`config.mk`:
```
export PLATFORM = sky130hd
export DESIGN_NAME = arbiter_puf_ctrl
export DESIGN_NICKNAME = d
export VERILOG_FILES = /design/src/rtl/arbiter_puf_pkg.sv /design/src/rtl/puf_resp_sync.sv /design/src/rtl/arbiter_puf_ctrl.sv
export SDC_FILE = /design/constraint.sdc
export NUM_CORES = 1
export LEC_CHECK = 0
export CORE_ASPECT_RATIO = 1.5
export CORE_MARGIN = 10
export CORE_UTILIZATION = 48
export CTS_CLUSTER_DIAMETER = 60
export DETAILED_ROUTE_END_ITERATION = 8
export GPL_TIMING_DRIVEN = 0
export PLACE_DENSITY = 0.74
export SYNTH_ARGS = -nofsm -noshare
export SYNTH_HDL_FRONTEND = slang
export SYNTH_SLANG_ARGS = --single-unit
export TNS_END_PERCENT = 5
```
`constraint.sdc`:
```
create_clock -name iclk -period 3.15 [get_ports iclk]
set_input_delay 0.315 -clock iclk [delete_from_list [all_inputs] [get_ports iclk]]
set_output_delay 0.315 -clock iclk [all_outputs]
set_load 0.05 [all_outputs]
```
`src/rtl/arbiter_puf_pkg.sv`:
```
// Shared types and LFSR helpers for the arbiter PUF controller.
package arbiter_puf_pkg;

  typedef enum logic [2:0] {
    ST_IDLE,
    ST_SETUP,
    ST_PULSE,
    ST_SETTLE,
    ST_CAPTURE,
    ST_DONE
  } puf_state_t;

  // Feedback taps at bits 31, 21, 1 and 0.
  localparam logic [31:0] LFSR_TAPS      = 32'h8020_0003;
  localparam logic [31:0] LFSR_SAFE_SEED = 32'h0000_0001;

  function automatic logic [31:0] lfsr_next(input logic [31:0] l);
    return {l[30:0], ^(l & LFSR_TAPS)};
  endfunction

endpackage

```
`src/rtl/puf_resp_sync.sv`:
```
// Two-flop synchroniser bringing the raw arbiter response into the iclk domain.
module puf_resp_sync (
  input  logic iclk,
  input  logic irst_n,
  input  logic iasync,
  output logic osync
);

  logic meta_q;
  logic sync_q;

  always_ff @(posedge iclk or negedge irst_n) begin
    if (!irst_n) begin
      meta_q <= 1'b0;
      sync_q <= 1'b0;
    end else begin
      meta_q <= iasync;
      sync_q <= meta_q;
    end
  end

  assign osync = sync_q;

endmodule

```
`src/rtl/arbiter_puf_ctrl.sv`:
```
// Challenge generation, launch timing and response collection for an arbiter PUF.
module arbiter_puf_ctrl
  import arbiter_puf_pkg::*;
#(
  parameter int unsigned CHAL_W     = 32,
  parameter int unsigned RESP_BITS  = 32,
  parameter int unsigned SETUP_CYC  = 2,
  parameter int unsigned PULSE_CYC  = 4,
  parameter int unsigned SETTLE_CYC = 4
) (
  input  logic                 iclk,
  input  logic                 irst_n,
  input  logic                 istart,
  input  logic [31:0]          iseed,
  output logic [CHAL_W-1:0]    ochallenge,
  output logic                 opulse,
  input  logic                 iresponse,
  output logic [RESP_BITS-1:0] oresp_word,
  output logic                 ovalid,
  output logic                 ostuck,
  output logic                 obusy
);

  localparam int unsigned MAX_SP  = (SETUP_CYC > PULSE_CYC) ? SETUP_CYC : PULSE_CYC;
  localparam int unsigned MAX_CYC = (MAX_SP > SETTLE_CYC) ? MAX_SP : SETTLE_CYC;
  localparam int unsigned CNT_W   = $clog2(MAX_CYC + 1);
  localparam int unsigned KW      = (RESP_BITS > 1) ? $clog2(RESP_BITS) : 1;

  puf_state_t           state_q, state_d;
  logic [CNT_W-1:0]     cnt_q, cnt_d;
  logic [KW-1:0]        k_q, k_d;
  logic [31:0]          lfsr_q, lfsr_d;
  logic [CHAL_W-1:0]    chal_q, chal_d;
  logic [RESP_BITS-1:0] word_q, word_d;
  logic [RESP_BITS-1:0] resp_word_q, resp_word_d;
  logic                 stuck_q, stuck_d;
  logic                 valid_q, valid_d;
  logic                 pulse_q, pulse_d;
  logic                 resp_sync;
  logic [31:0]          seed_eff;
  logic [31:0]          lfsr_adv;

  puf_resp_sync u_sync (
    .iclk   (iclk),
    .irst_n (irst_n),
    .iasync (iresponse),
    .osync  (resp_sync)
  );

  always_ff @(posedge iclk or negedge irst_n) begin
    if (!irst_n) begin
      state_q     <= ST_IDLE;
      cnt_q       <= '0;
      k_q         <= '0;
      lfsr_q      <= LFSR_SAFE_SEED;
      chal_q      <= '0;
      word_q      <= '0;
      resp_word_q <= '0;
      stuck_q     <= 1'b0;
      valid_q     <= 1'b0;
      pulse_q     <= 1'b0;
    end else begin
      state_q     <= state_d;
      cnt_q       <= cnt_d;
      k_q         <= k_d;
      lfsr_q      <= lfsr_d;
      chal_q      <= chal_d;
      word_q      <= word_d;
      resp_word_q <= resp_word_d;
      stuck_q     <= stuck_d;
      valid_q     <= valid_d;
      pulse_q     <= pulse_d;
    end
  end

  // Each timed phase counts 0..N-1 and clears the counter on exit.
  always_comb begin
    state_d = state_q;
    cnt_d   = cnt_q;
    unique case (state_q)
      ST_IDLE: begin
        if (istart) begin
          state_d = ST_SETUP;
          cnt_d   = '0;
        end
      end
      ST_SETUP: begin
        if (cnt_q == CNT_W'(SETUP_CYC - 1)) begin
          state_d = ST_PULSE;
          cnt_d   = '0;
        end else begin
          cnt_d = cnt_q + CNT_W'(1);
        end
      end
      ST_PULSE: begin
        if (cnt_q == CNT_W'(PULSE_CYC - 1)) begin
          state_d = ST_SETTLE;
          cnt_d   = '0;
        end else begin
          cnt_d = cnt_q + CNT_W'(1);
        end
      end
      ST_SETTLE: begin
        if (cnt_q == CNT_W'(SETTLE_CYC - 1)) begin
          state_d = ST_CAPTURE;
          cnt_d   = '0;
        end else begin
          cnt_d = cnt_q + CNT_W'(1);
        end
      end
      ST_CAPTURE: begin
        cnt_d   = '0;
        state_d = (k_q == KW'(RESP_BITS - 1)) ? ST_DONE : ST_SETUP;
      end
      ST_DONE: state_d = ST_IDLE;
      default: state_d = ST_IDLE;
    endcase
  end

  assign seed_eff = (iseed == '0) ? LFSR_SAFE_SEED : iseed;
  assign lfsr_adv = lfsr_next(lfsr_q);

  always_comb begin
    lfsr_d      = lfsr_q;
    chal_d      = chal_q;
    k_d         = k_q;
    word_d      = word_q;
    resp_word_d = resp_word_q;
    stuck_d     = stuck_q;
    valid_d     = (state_q == ST_DONE);
    // Registered from the next state so opulse is a clean flop output aligned with PULSE.
    pulse_d     = (state_d == ST_PULSE);
    unique case (state_q)
      ST_IDLE: begin
        if (istart) begin
          lfsr_d = seed_eff;
          chal_d = CHAL_W'(seed_eff);
          k_d    = '0;
          word_d = '0;
        end
      end
      ST_CAPTURE: begin
        word_d[k_q] = resp_sync;
        if (k_q != KW'(RESP_BITS - 1)) begin
          k_d    = k_q + KW'(1);
          lfsr_d = lfsr_adv;
          chal_d = CHAL_W'(lfsr_adv);
        end
      end
      ST_DONE: begin
        resp_word_d = word_q;
        stuck_d     = (&word_q) | ~(|word_q);
      end
      default: ;
    endcase
  end

  assign ochallenge = chal_q;
  assign opulse     = pulse_q;
  assign oresp_word = resp_word_q;
  assign ovalid     = valid_q;
  assign ostuck     = stuck_q;
  assign obusy      = (state_q != ST_IDLE);

endmodule

```
==> impl_metrics.json, run 1 <==
{
  "layout_common_cells": "nand2_1 (116), dfrtp_1 (112), clkdlybuf4s50_1 (102), nor2_1 (39), buf_4 (34)",
  "grt_pass1_wl_um": 23400,
  "min_period_ps": 2850,
  "ys_types": 47,
  "maxCapViolCount": 0,
  "min_from": "iresponse",
  "final_area_um2": 7350,
  "cts_tree": "done",
  "power.switching_mw": 0.923,
  "grt_use_total": 0.180,
  "drc": 0,
  "final_max_slew_viol_count": 0,
  "dpl_cell_area_um2": 6760,
  "synth_cells": 555,
  "total_power_mw": 3.87,
  "drive_above_1_share": 0.161,
  "clockRootBuffer": "clkbuf_16",
  "dp.cells": 806,
  "grt_overflow_total": 0,
  "seq_area_frac_synth": 0.512,
  "yosysWarnings": 0,
  "dp_hpwl_um": 10500,
  "routedWlPerCell_um": 17.3,
  "dominantRegCellSynth": "dfrtp_1",
  "die_h_um": 151,
  "via_per_inst": 5.44,
  "cts_buffer_depth": 2,
  "cts_inserted_buffers": 17,
  "synth_area_um2": 5520,
  "vias": 4545,
  "setup_tns_ps": 0,
  "arrival_ps": 2530,
  "antenna_cells": 0,
  "finalHoldViolations": 0,
  "tightest_slew_ps": 639,
  "status": "finished clean",
  "cts_hold_buf": 1,
  "internal_power_mw": 2.94,
  "p_sw_frac": 0.239,
  "die_area_um2": 16300,
  "nets": 724,
  "detail-route-antenna-nets": 0,
  "io_pins": 104,
  "timing.hold.ws_ps": 343,
  "drt_iter0_drc": 272,
  "seqPwrFrac": 0.403,
  "power_density_nw_per_um2": 526,
  "syn_nets": 600,
  "start_util": 0.494,
  "async_flop_share": 1.00,
  "die_w_um": 108,
  "rows": 47,
  "fin_skew_ps": 9.38,
  "cts.htree.levels": 4,
  "cts.repair.resized": 0,
  "finalSetupViolations": 0,
  "final_cells": 836,
  "ys_ff_latch": 113,
  "path_clk_slew_ps": 50,
  "cp-end-kind": "primary output",
  "period_share": 0.905,
  "rsz0062_at_grt": "false",
  "avgSynthCellArea_um2": 9.95,
  "grt_max_degree": 65,
  "final_common_cell": "nand2_1",
  "postCtsSetupRepairBufs": 0,
  "syn_to_final_growth_pct": 33.1,
  "clock_power_share": 0.484,
  "drt-pass1-iter-count": 5,
  "slew_headroom": 0.574,
  "post-place-ws_ps": 638,
  "cts.sink_count": 113,
  "p_leak_nw": 3.39,
  "clk_latency_ps": 410,
  "place_congestion": 0.880,
  "vdd_drop_max_v": 0.000377,
  "power_frac_comb": 0.113,
  "fin_util": 0.658,
  "max_clock_freq_mhz": 351,
  "core-area_um2": 11200,
  "synth_edf_count": 0,
  "critical_path_required_ps": 2830,
  "hold_class": "input port to flop",
  "cp-startpoint": "state_q[2]",
  "wl_um": 14400,
  "cp_max_fo": 10,
  "antenna_found_initial": 0,
  "start_kind": "flop",
  "crit_type": "flop to primary output",
  "numPortBuffers": 103,
  "fin_ws_ps": 300,
  "grt_pass1_vias": 4663,
  "r2r-start": "k_q[1]"
}
==> cell type report <==
type                    instances  area, um2
clock buffers                  23        498
fillers                       908       3820
flip-flops and latches        113       2830
inverters                       8       30.0
plain buffers                  62        369
repair buffers                105       1070
well taps                     147        184
clock inverters                 6       80.1
multi-input cells             372       2290
==> worst paths after layout <==
path,end,slack (ps),depth (start not counted)
max in group asynchronous,lfsr_q[0],1910,3
worst min register to register,u_sync.osync,350,0
worst max register to register,lfsr_q[4],630,8
worst max-delay path,obusy,300,4
min in group asynchronous,oresp_word[9],470,2
worst min-delay path,u_sync.meta_q,340,1
==> cell families after synthesis <==
| group | share of synthesized area |
|---|---|
| buffers and inverters | 0.0723 |
| AO/OA/AOI/OAI | 0.0757 |
| multiplexers | 0.111 |
| AND/OR/NAND/NOR | 0.201 |
| adder cells (fa/ha/maj) | 0.0204 |
| XOR/XNOR | 0.00793 |
| flip-flops | 0.512 |
==> power groups by stage <==
stage	Combinational [mW]	Clock (mW)	Sequential, mW
2_1_floorplan	0.235	0	1.59
3_3_place_gp	0.430	0	1.58
3_5_place_dp	0.438	0	1.58
4_1_cts	0.442	1.89	1.56
5_1_grt	0.465	1.97	1.56
6_report	0.437	1.87	1.56
==> worst max-delay path, stage by stage, from the launching register on <==
cell	delay, ps
dfrtp_1	410
clkbuf_1	330
clkbuf_1	380
or3_1	180
clkdlybuf4s50_1	810
==> state kept, by name, summed over array words and instances, names as in the netlist <==
name / count
lfsr_q: 32
oresp_word: 32
word_q: 32
k_q: 5
cnt_q: 3
state_q: 3
ochallenge: 1
opulse: 1
ostuck: 1
ovalid: 1
u_sync.meta_q: 1
u_sync.osync: 1
==> cells in the mapped netlist (all sizes together), types with 2 or more instances <==
library cell	number	area [um2]
and3	5	31.3
nand2b	2	12.5
a21boi	6	45.0
nand3	20	100
nor2	40	158
mux2i	24	240
o2bb2ai	2	17.5
inv	8	30.0
nor3b	5	42.5
xor2	2	17.5
a22o	2	17.5
nor4	19	119
nor3	3	26.3
or2	2	12.5
mux2	33	372
ha	9	113
and3b	2	17.5
nand2	116	435
o21ai	11	55.1
nand4	13	81.3
o22ai	3	18.8
nor2b	3	18.8
xnor2	3	26.3
dfrtp	112	2800
a31oi	31	194
buf	43	298
a21oi	2	10.0
clkbuf	19	71.3
and2	3	18.8
==> metal layers <==
metal | global-route usage | part of all wire
met5 | 0 | 0
met4 | 0.0791 | 0.023
met3 | 0.0396 | 0.043
met2 | 0.318 | 0.55
met1 | 0.202 | 0.39
Note: power is estimated with default switching activity, not from simulation.
==> run 2: changes to the inputs <==
--- a/config.mk
+++ b/config.mk
@@ -7,11 +7,11 @@
 export LEC_CHECK = 0
 export CORE_ASPECT_RATIO = 1.5
 export CORE_MARGIN = 10
-export CORE_UTILIZATION = 48
+export CORE_UTILIZATION = 47
 export CTS_CLUSTER_DIAMETER = 60
 export DETAILED_ROUTE_END_ITERATION = 8
 export GPL_TIMING_DRIVEN = 0
-export PLACE_DENSITY = 0.74
+export PLACE_DENSITY = 0.76
 export SYNTH_ARGS = -nofsm -noshare
 export SYNTH_HDL_FRONTEND = slang
 export SYNTH_SLANG_ARGS = --single-unit
==> constraint.sdc (replaced) <==
create_clock -name iclk -period 2.5 [get_ports iclk]
set_input_delay 0.25 -clock iclk [delete_from_list [all_inputs] [get_ports iclk]]
set_output_delay 0.25 -clock iclk [all_outputs]
set_load 0.01 [all_outputs]
==> run 2 against run 1 <==
  * Final cell count grew 0.84%
  * Via count decreased by 0.20%
  * Register-to-register slack got worse by 340 ps
  * Power rose by 29%
  * Core utilization down 1.3 points
  * Flip-flop and latch count unchanged
  * Global-route usage fell by 0.19 points
  * Critical path depth stayed put
  * Critical endpoint unchanged
==> impl_metrics.json, run 2 (same netlist as run 1, synthesis figures left out) <==
{
  "status": "finished clean",
  "clk_latency_ps": 410,
  "vias": 4536,
  "via_per_inst": 5.38,
  "cts.sink_count": 113,
  "final_common_cell": "nand2_1",
  "layout_common_cells": "nand2_1 (116), dfrtp_1 (112), clkdlybuf4s50_1 (102), nor2_1 (39), buf_4 (35)",
  "core-area_um2": 11500,
  "tightest_slew_ps": 652,
  "total_power_mw": 4.97,
  "crit_path_max_incr_delay_ps": 490,
  "grt_use_total": 0.178,
  "die_h_um": 153,
  "crit_buf_inv": 3,
  "io_pins": 104,
  "grt_overflow_total": 0,
  "period_share": 0.961,
  "slew_headroom": 0.564,
  "cts_buffer_depth": 2,
  "rsz0062_at_grt": "false",
  "fillers": 926,
  "detail-route-antenna-nets": 0,
  "arrival_ps": 2150,
  "min_period_ps": 2400,
  "power_density_nw_per_um2": 668,
  "nets": 725,
  "finalSetupViolations": 0,
  "hold_class": "input port to flop",
  "max_clock_freq_mhz": 416,
  "maxCapViolCount": 0,
  "seq_area_um2": 2830,
  "p_leak_nw": 3.43,
  "grt_max_degree": 72,
  "start_kind": "flop",
  "antenna_cells": 0,
  "wl_um": 14400,
  "fin_skew_ps": 6.38,
  "grt_pass1_wl_um": 23500,
  "cpMostUsedCell": "clkbuf_2",
  "critical_path_required_ps": 2250,
  "multi_input_area_um2": 2300,
  "dp_hpwl_um": 10400,
  "numPortBuffers": 103,
  "die_w_um": 109,
  "place_congestion": 0.847,
  "rows": 48,
  "final_max_slew_viol_count": 0,
  "cts_inserted_buffers": 17,
  "drive_above_1_share": 0.170,
  "routedWlPerCell_um": 17.1,
  "path_cells": "clkbuf_2, clkbuf_2, or3_1, clkdlybuf4s50_1",
  "cts_tree": "done",
  "start_util": 0.479,
  "vdd_drop_max_v": 0.000450,
  "cp-end-kind": "primary output",
  "grt_pass1_vias": 4636,
  "cp_max_fo": 10,
  "drt_iter0_drc": 312,
  "die_area_um2": 16600,
  "clockRootBuffer": "clkbuf_16",
  "cts.htree.levels": 4,
  "antenna_found_initial": 0,
  "crit_family": "buffers and inverters",
  "drt-pass1-iter-count": 4,
  "syn_to_final_growth_pct": 34.7,
  "drc": 0,
  "path_clk_slew_ps": 50,
  "fin_util": 0.645,
  "crit_slowest_cell": "clkdlybuf4s50_1",
  "crit_type": "flop to primary output",
  "finalHoldViolations": 0
}
==> run 2: changes by cell type in the layout (fill, tap and decap cells not counted), moves of 2 or more <==
cell / change
clkbuf_1: -2
clkbuf_8: -4
clkbuf_2: +2
bufinv_16: +3
clkinv_2: +2
==> run 2: final timing paths <==
path,startpoint,to,slack (ps),depth (start not counted)
max,state_q[2],obusy,100,4
min,iresponse,u_sync.meta_q,280,1
max reg2reg,k_q[1],lfsr_q[18],290,9
min reg2reg,u_sync.meta_q,u_sync.osync,350,0
max in group asynchronous,irst_n,lfsr_q[0],1350,3
min in group asynchronous,irst_n,oresp_word[0],390,2
==> run 2: layout make-up <==
cell class | count | area share
Sequential cell | 113 | 0.380
Tap cell | 150 | 0.0252
Timing Repair Buffer | 107 | 0.147
Clock inverter | 12 | 0.0252
Clock buffer | 20 | 0.0601
Inverter | 8 | 0.00404
Multi-Input combinational cell | 372 | 0.309
Buffer | 61 | 0.0495
==> run 2: stage by stage <==
stage | hold WS (ps) | setup TNS (ps) | setup WS, ps | std cells | cell area (um2)
3_5_place_dp | 280 | -33.0 | -18.1 | 809 | 6770
5_1_grt | 292 | 0 | 26.7 | 843 | 7440
3_3_place_gp | 333 | -327160 | -2920 | 808 | 6740
2_1_floorplan | -45.6 | 0 | 460 | 555 | 5520
4_1_cts | 268 | 0 | 13.0 | 844 | 7440
6_report | 277 | 0 | 97.7 | 843 | 7440
==> run 2: timing repair <==
action / CTS / global route
gates resized for setup: 1 / 3
setup buffers: 2 / 0
hold endpoints to repair: 42 / 0
hold buffers: 1 / 0
pin swaps: 1 / 0
setup endpoints to repair: 8 / 34
==> run 2: per-layer routing <==
layer	up-vias	wire length [um]	GRT usage
li1	2160	-	-
met2	101	7980	0.317
met4	0	325	0.0737
met3	25	519	0.0356
met5	-	0	0
met1	2250	5600	0.197
==> run 2: report_power, final <==
| part | leakage (nW) | total (mW) | internal (mW) | switching (mW) |
|---|---|---|---|---|
| Clock | 0.313 | 2.59 | 1.78 | 0.813 |
| Sequential | 1.43 | 1.96 | 1.90 | 0.0608 |
| Combinational | 1.69 | 0.415 | 0.237 | 0.178 |
